## src/rtl/three_function_barrel_shifter.sv

```systemverilog
// 8-bit registered barrel shifter: store, rotate, logical shift and arithmetic shift.
// The shift is a three-stage log shifter (1, 2, 4 positions) feeding one output register.
module three_function_barrel_shifter (
  input  logic       clk,
  input  logic       rst,
  input  logic [7:0] in_data,
  input  logic [1:0] operation,
  input  logic [2:0] number_of_positions,
  input  logic       direction,
  output logic [7:0] out_data
);

  localparam logic [1:0] OP_STORE = 2'd0;
  localparam logic [1:0] OP_ROT   = 2'd1;
  localparam logic [1:0] OP_LSH   = 2'd2;
  localparam logic [1:0] OP_ASH   = 2'd3;

  // Fill bits for a 1-position stage; the sign comes from the original operand.
  function automatic logic [7:0] shift_by1(input logic [7:0] x, input logic en,
                                           input logic dir, input logic [1:0] op,
                                           input logic sign);
    logic fill;
    if (!en) return x;
    if (!dir) begin
      fill = (op == OP_ROT) ? x[7] : 1'b0;
      return {x[6:0], fill};
    end
    fill = (op == OP_ROT) ? x[0] : ((op == OP_ASH) ? sign : 1'b0);
    return {fill, x[7:1]};
  endfunction

  function automatic logic [7:0] shift_by2(input logic [7:0] x, input logic en,
                                           input logic dir, input logic [1:0] op,
                                           input logic sign);
    logic [1:0] fill;
    if (!en) return x;
    if (!dir) begin
      fill = (op == OP_ROT) ? x[7:6] : 2'b00;
      return {x[5:0], fill};
    end
    fill = (op == OP_ROT) ? x[1:0] : ((op == OP_ASH) ? {2{sign}} : 2'b00);
    return {fill, x[7:2]};
  endfunction

  function automatic logic [7:0] shift_by4(input logic [7:0] x, input logic en,
                                           input logic dir, input logic [1:0] op,
                                           input logic sign);
    logic [3:0] fill;
    if (!en) return x;
    if (!dir) begin
      fill = (op == OP_ROT) ? x[7:4] : 4'b0000;
      return {x[3:0], fill};
    end
    fill = (op == OP_ROT) ? x[3:0] : ((op == OP_ASH) ? {4{sign}} : 4'b0000);
    return {fill, x[7:4]};
  endfunction

  logic signed [7:0] operand;
  logic        [7:0] stage1;
  logic        [7:0] stage2;
  logic        [7:0] stage4;
  logic        [7:0] out_data_d;
  logic        [7:0] out_data_q;

  always_comb begin
    operand    = in_data;
    stage1     = shift_by1(operand, number_of_positions[0], direction, operation, operand[7]);
    stage2     = shift_by2(stage1, number_of_positions[1], direction, operation, operand[7]);
    stage4     = shift_by4(stage2, number_of_positions[2], direction, operation, operand[7]);
    out_data_d = (operation == OP_STORE) ? in_data : stage4;
  end

  // Output register: the only storage in the block.
  always_ff @(posedge clk or posedge rst) begin
    if (rst) out_data_q <= 8'h00;
    else     out_data_q <= out_data_d;
  end

  assign out_data = out_data_q;

endmodule

```

## config.mk

```make
export PLATFORM = sky130hd
export DESIGN_NAME = three_function_barrel_shifter
export DESIGN_NICKNAME = d
export VERILOG_FILES = /design/src/rtl/three_function_barrel_shifter.sv
export SDC_FILE = /design/constraint.sdc
export NUM_CORES = 1
export LEC_CHECK = 0
export CORE_ASPECT_RATIO = 1.5
export CORE_MARGIN = 8
export CORE_UTILIZATION = 53
export DETAILED_ROUTE_END_ITERATION = 10
export GPL_TIMING_DRIVEN = 1
export PLACE_DENSITY = 0.81
export SYNTH_ARGS = -nofsm -noshare
export SYNTH_HDL_FRONTEND = slang
export SYNTH_SLANG_ARGS = --single-unit
```

## constraint.sdc

```tcl
create_clock -name clk -period 1.35 [get_ports clk]
set_clock_uncertainty 0.2 [all_clocks]
set_input_delay 0.27 -clock clk [delete_from_list [all_inputs] [get_ports clk]]
set_output_delay 0.27 -clock clk [all_outputs]
set_load 0.01 [all_outputs]
```

==> summary by stage, run 1 <==
Place
The estimated wirelength of the detail-placed design is between 2000 and 3000 um. Routability-driven placement finished with a final weighted congestion of 0.9040. The quantity of I/O buffers inserted on ports is 23.

CTS
In this run, post-CTS hold repair placed 0 buffers. The clock tree buffer depth is 2. Counting every sink on the clock net gives 8.

The tree is rooted in a sky130_fd_sc_hd__clkbuf_4. The CTS buffer count is 3. The number of H-tree branching levels is 1.

Floorplan
24 I/O pins were placed. In this run the core area contains 19 standard-cell rows. The vertical die dimension is 70.15 um.

The initial utilization of the core area, before any placement, comes to ~57%. The chip width is between 50 and 60 um.

STA
In the global-route stage, repair_timing last flagged the worst endpoint as out_data[7]$_DFF_PP0_/D. The worst endpoint type is a register input.

GRT
The maximum number of pins on one net before global-route repair is 13.

Logic synthesis
After synthesis, the most frequently instantiated cells are 12 x sky130_fd_sc_hd__nor2_1, 10 x sky130_fd_sc_hd__a21oi_1, 10 x sky130_fd_sc_hd__mux2i_1. The synthesized design contains 0 enable-type register cells. The leading register cell type out of synthesis is sky130_fd_sc_hd__dfrtp_1. The net count after synthesis is 141. By area the synthesized netlist is led by sky130_fd_sc_hd__dfrtp_1 19%, sky130_fd_sc_hd__mux2i_1 9.7%, sky130_fd_sc_hd__a21oi_1 4.8%. Counting distinct cell types in the post-synthesis netlist gives 49. The proportion of synthesized flip-flops having asynchronous set or reset is 100.0%. The post-synthesis instance area is 0.001036 mm^2. The mean post-synth cell area is 8.288 um^2. The cell count after synthesis came out at 125. Yosys printed 0 warnings. In this run the biggest area consumer among cell types represents 19.32% of the synthesized area. The most frequent cell after synthesis is sky130_fd_sc_hd__nor2_1. Sequential elements use between 10% and 20% of the synthesized area. After synthesis the netlist holds a flip-flop and latch count of 8. The cell accounting for the most synthesized area is sky130_fd_sc_hd__dfrtp_1.

Outcome
The stopping stage is global routing. The run stopped with a tool error. The first error in the log reads "[ERROR DPL-0038] Utilization greater than 100%, impossible to legalize".
[per-stage QoR]
| step | cell area [um^2] | instances | setup TNS (ns) | worst slack [ns] |
|---|---|---|---|---|
| after floorplan | 1080 | 125 | -1.153 | -0.2399 |
| after global placement | 1516 | 194 | -6.809 | -0.8933 |
| after detailed placement | 1516 | 194 | -7.421 | -0.9818 |
| after CTS | 1769 | 204 | -0.2015 | -0.06346 |
[timing repair]
action / in CTS
endpoints found under the hold margin: 0
gates cloned: 3
pin swaps: 22
setup buffers: 5
resized for setup: 122
endpoints found under the setup margin: 16
[kinds of logic after synthesis]
| logic type | synth area share, % |
|---|---|
| compound gates | 31.76 |
| simple gates | 21.38 |
| mux | 17.27 |
| buf+inv | 10.26 |
| flops | 19.32 |
==> run 2: changes to the inputs <==
CORE_AREA = 8 8 69 71   (was unset)
CORE_ASPECT_RATIO = unset   (was 1.5)
CORE_MARGIN = unset   (was 8)
CORE_UTILIZATION = unset   (was 53)
DIE_AREA = 0 0 77 79   (was unset)
PLACE_DENSITY = unset   (was 0.81)
PLACE_DENSITY_LB_ADDON = 0.15   (was unset)
==> summary by stage, run 2 <==
Drt
The detailed-router iteration count before antenna repair is 7. The per-cell routed wire length is ~17 um. The ratio of routed vias to standard cells is 5.384. The number of design rule violations left after detail routing is 0. In this run the remaining antenna-violating nets after routing total 0. The wire length reported by the detailed router is 4093 um. Detailed routing inserted a total of 1303 vias.

The number of DRC markers after the initial detailed-route iteration is 92.

Cells and area
The count of inserted antenna diode cells is 0. In the final layout, the multi-input gates occupy 887.1 um^2. Leaving out fill and tap cells, the most frequent cells in the layout are 41 x sky130_fd_sc_hd__buf_4, 9 x sky130_fd_sc_hd__mux2i_1, 9 x sky130_fd_sc_hd__nor2_1. The area growth from synthesis to layout is 83.82%. Excluding fillers, the count of instances in the completed layout stands at 242. The number of nets at the end of the flow is 210.

The register with the most flip-flops in the layout has 8 of them. The share of cells above drive strength 1 is around 57%. The most common library cell in the layout ignoring fill and taps is sky130_fd_sc_hd__buf_4. After filler insertion, the fill cell instance count of the layout stands at 369. The area used by sequential logic in the layout is 200.2 um^2.

Power and ir drop
The proportion of power drawn by flip-flops and latches is 23.6%. The switching fraction of total power is between 30% and 40%. Power spread over the standard cell area amounts to 616.5 mW/mm^2. The leakage power summed over all cells is 0.8509 nW.

The fraction of power consumed by the clock network is 23.1%. The internal power contribution is between 0.7 and 0.8 mW. For this design the total switching power over the nets is about 0.38 mW. The worst-case IR drop observed on VDD is roughly 0.22 mV. Combinational logic is responsible for between 50% and 60% of the overall power.

CTS
The tree is rooted in a sky130_fd_sc_hd__clkbuf_8. TritonCTS created 3 clock buffers. The clock slew at the register clock pins of the worst setup and hold paths is 0.04 ns. In this run, post-CTS hold repair placed 0 buffers. The clock net sink count is 8. The clock tree from TritonCTS is built. The longest clock path from root to sink contains 2 buffers. The number of H-tree branching levels is 1.

Floorplan
The full die area is 0.006083 mm^2. The boundary pin count is 24. The floorplan row count is 23.

Measured along the y axis, the die boundary spans 79 um. The starting density of the core is between 20 and 30%. Measured along the x axis, the die boundary spans 77 um.

The floorplan core area is between 0.003 and 0.004 mm^2.

Place
The quantity of I/O buffers inserted on ports is 23. Routability-driven placement finished with a final weighted congestion of 0.9335. The cell total after placement is 231. The HPWL after detailed placement is 2988 um.

Setup path
Along the worst path, the maximum fanout reaches 5. At the worst endpoint, the required time is 1.25 ns. The delay of the slowest critical-path stage is 0.52 ns. Among all stages on the critical path, the largest delay is contributed by sky130_fd_sc_hd__mux4_2. STA classifies the critical path startpoint as an input pin. The worst setup path is captured at a flop. Counting both buffers and inverters, the worst setup path holds a total of 1. The cell type group with the largest total delay on the critical path is multiplexers. The category of the critical setup timing path is input pin to flop. STA puts the critical path data arrival time at 1.44 ns. The path length in cells of the critical path is 5. Walking the worst path, the cells encountered are buf_2, mux4_2, a21oi_2, nor2_1, a211o_1.

Logic synthesis
Synthesis handed over a netlist of 125 instances. The mean post-synth cell area is 8.288 um^2. Summed over all instances, the cell type with the most area after synthesis is sky130_fd_sc_hd__dfrtp_1.

Sorting the synthesized cells by area gives the leading types as sky130_fd_sc_hd__dfrtp_1 19%, sky130_fd_sc_hd__mux2i_1 9.7%, sky130_fd_sc_hd__a21oi_1 4.8%. The net count after synthesis is 141. The number of library cell types mapped by synthesis is 49. Counting instances in the post-synthesis netlist gives the leading cell types as 12 x sky130_fd_sc_hd__nor2_1, 10 x sky130_fd_sc_hd__a21oi_1, 10 x sky130_fd_sc_hd__mux2i_1. The count of flip-flops with a built-in enable after synthesis is 0.

The count of synthesis-stage warnings from yosys is 0. The top cell type by area accounts for 19.32% of the synthesized area. The most frequent cell after synthesis is sky130_fd_sc_hd__nor2_1. The leading register cell type out of synthesis is sky130_fd_sc_hd__dfrtp_1. The proportion of synthesized flip-flops having asynchronous set or reset is 100.0%. After synthesis the netlist holds a flip-flop and latch count of 8.

The sequential element share of the synthesized area is 19.32%. The cell area that synthesis handed to floorplanning was between 0.001 and 0.0015 mm^2.

STA
The number of slew-limit violations in the final report came to 0. The share of the clock period used by the worst path after layout is 113.9%. Setup repair after global routing could not meet its margin everywhere.

Across all setup checks in the final design, the least slack found is -0.1883 ns. The maximum achievable frequency is 650.1 MHz. The pin slew with the least headroom to its limit is 0.3051 ns. Setup violations remaining at the end of the flow were counted as 8. The max-slew headroom at the worst pin is 79.62%. The shortest clock period the worst path allows after layout is 1.538 ns. On the final layout, the worst hold slack is 0.09061 ns. The number of failing hold endpoints at the final stage is 0.

Outcome
The final reports fail on setup timing. The flow ran to the end, but the final reports show violations.

GRT
The global-route congestion overflow total is 0. The number of antenna violations at the first check in global routing is 0. Entering global routing, the biggest net connects 21 pins. The number of global-route vias before repair is roughly 1400. Global routing used 13.42% of the available tracks across all layers. The wire length of the first global-routing pass is 6651 um.

Min path
In this run the worst hold path is classified as input pin to async pin.

Job
The number of violations of the max-capacitance limit is 0.
-- run 2: cell counts after synthesis --
Identical to the previous run, type by type.
-- run 2: worst max-delay path by stage --
stage,from,slack [ns],endpoint
floorplan,in_data[7],-0.24,out_data[0]$_DFF_PP0_
global placement,direction,-0.93,out_data[2]$_DFF_PP0_
detailed placement,direction,-0.92,out_data[2]$_DFF_PP0_
CTS,number_of_positions[0],-0.21,out_data[7]$_DFF_PP0_
global route,number_of_positions[0],-0.20,out_data[0]$_DFF_PP0_
finish,in_data[7],-0.19,out_data[0]$_DFF_PP0_
-- run 2: through the flow --
step           power (mW)  instance area [um^2]  util, %  setup slack (ns)  TNS, ns
3_3_place_gp       0.8160                  1613    42.46           -0.9309   -6.990
3_5_place_dp       0.8175                  1613    42.46           -0.9161   -7.005
6_report            1.174                  1904    50.13           -0.1883   -1.102
2_1_floorplan      0.5472                  1080        -           -0.2399   -1.153
4_1_cts             1.139                  1822    47.96           -0.2071   -1.131
5_1_grt             1.242                  1904    50.13           -0.2041   -1.455
-- run 2: cell families after synthesis --
logic type / count (synthesis) / synth area share [%]
buffers and inverters: 14 / 10.26
AO/OA/AOI/OAI: 46 / 31.76
flip-flops: 8 / 19.32
AND/OR/NAND/NOR: 42 / 21.38
multiplexers: 15 / 17.27
-- run 2: final cells by class --
type | instances | share of cell area, %
clock buffers | 3 | 2.168
inverters | 4 | 1.051
multi-input cells | 103 | 46.58
flip-flops and latches | 8 | 10.51
well taps | 50 | 3.285
repair buffers | 74 | 36.40
-- run 2: power groups by stage --
stage / sequential (mW) / combinational, mW / clock [mW]
floorplan: 0.299 / 0.249 / 0
global placement: 0.281 / 0.535 / 0
detailed placement: 0.282 / 0.536 / 0
CTS: 0.277 / 0.581 / 0.281
global route: 0.281 / 0.667 / 0.294
finish: 0.277 / 0.625 / 0.271
-- run 2: repair_timing --
item | CTS | global route
buffers inserted | 5 | 1
gates cloned | 2 | 0
gates resized for setup | 92 | 27
pin swaps | 20 | 15
setup endpoints to repair | 16 | 12
-- run 2: layer usage --
metal	up-vias	track usage (%)	wire length, um
met4	0	6.981	96
met5	-	0	0
met1	637	14.94	1646
li1	608	-	-
met2	50	24.04	2163
met3	8	2.370	187
Note: power is estimated with default switching activity, not from simulation.
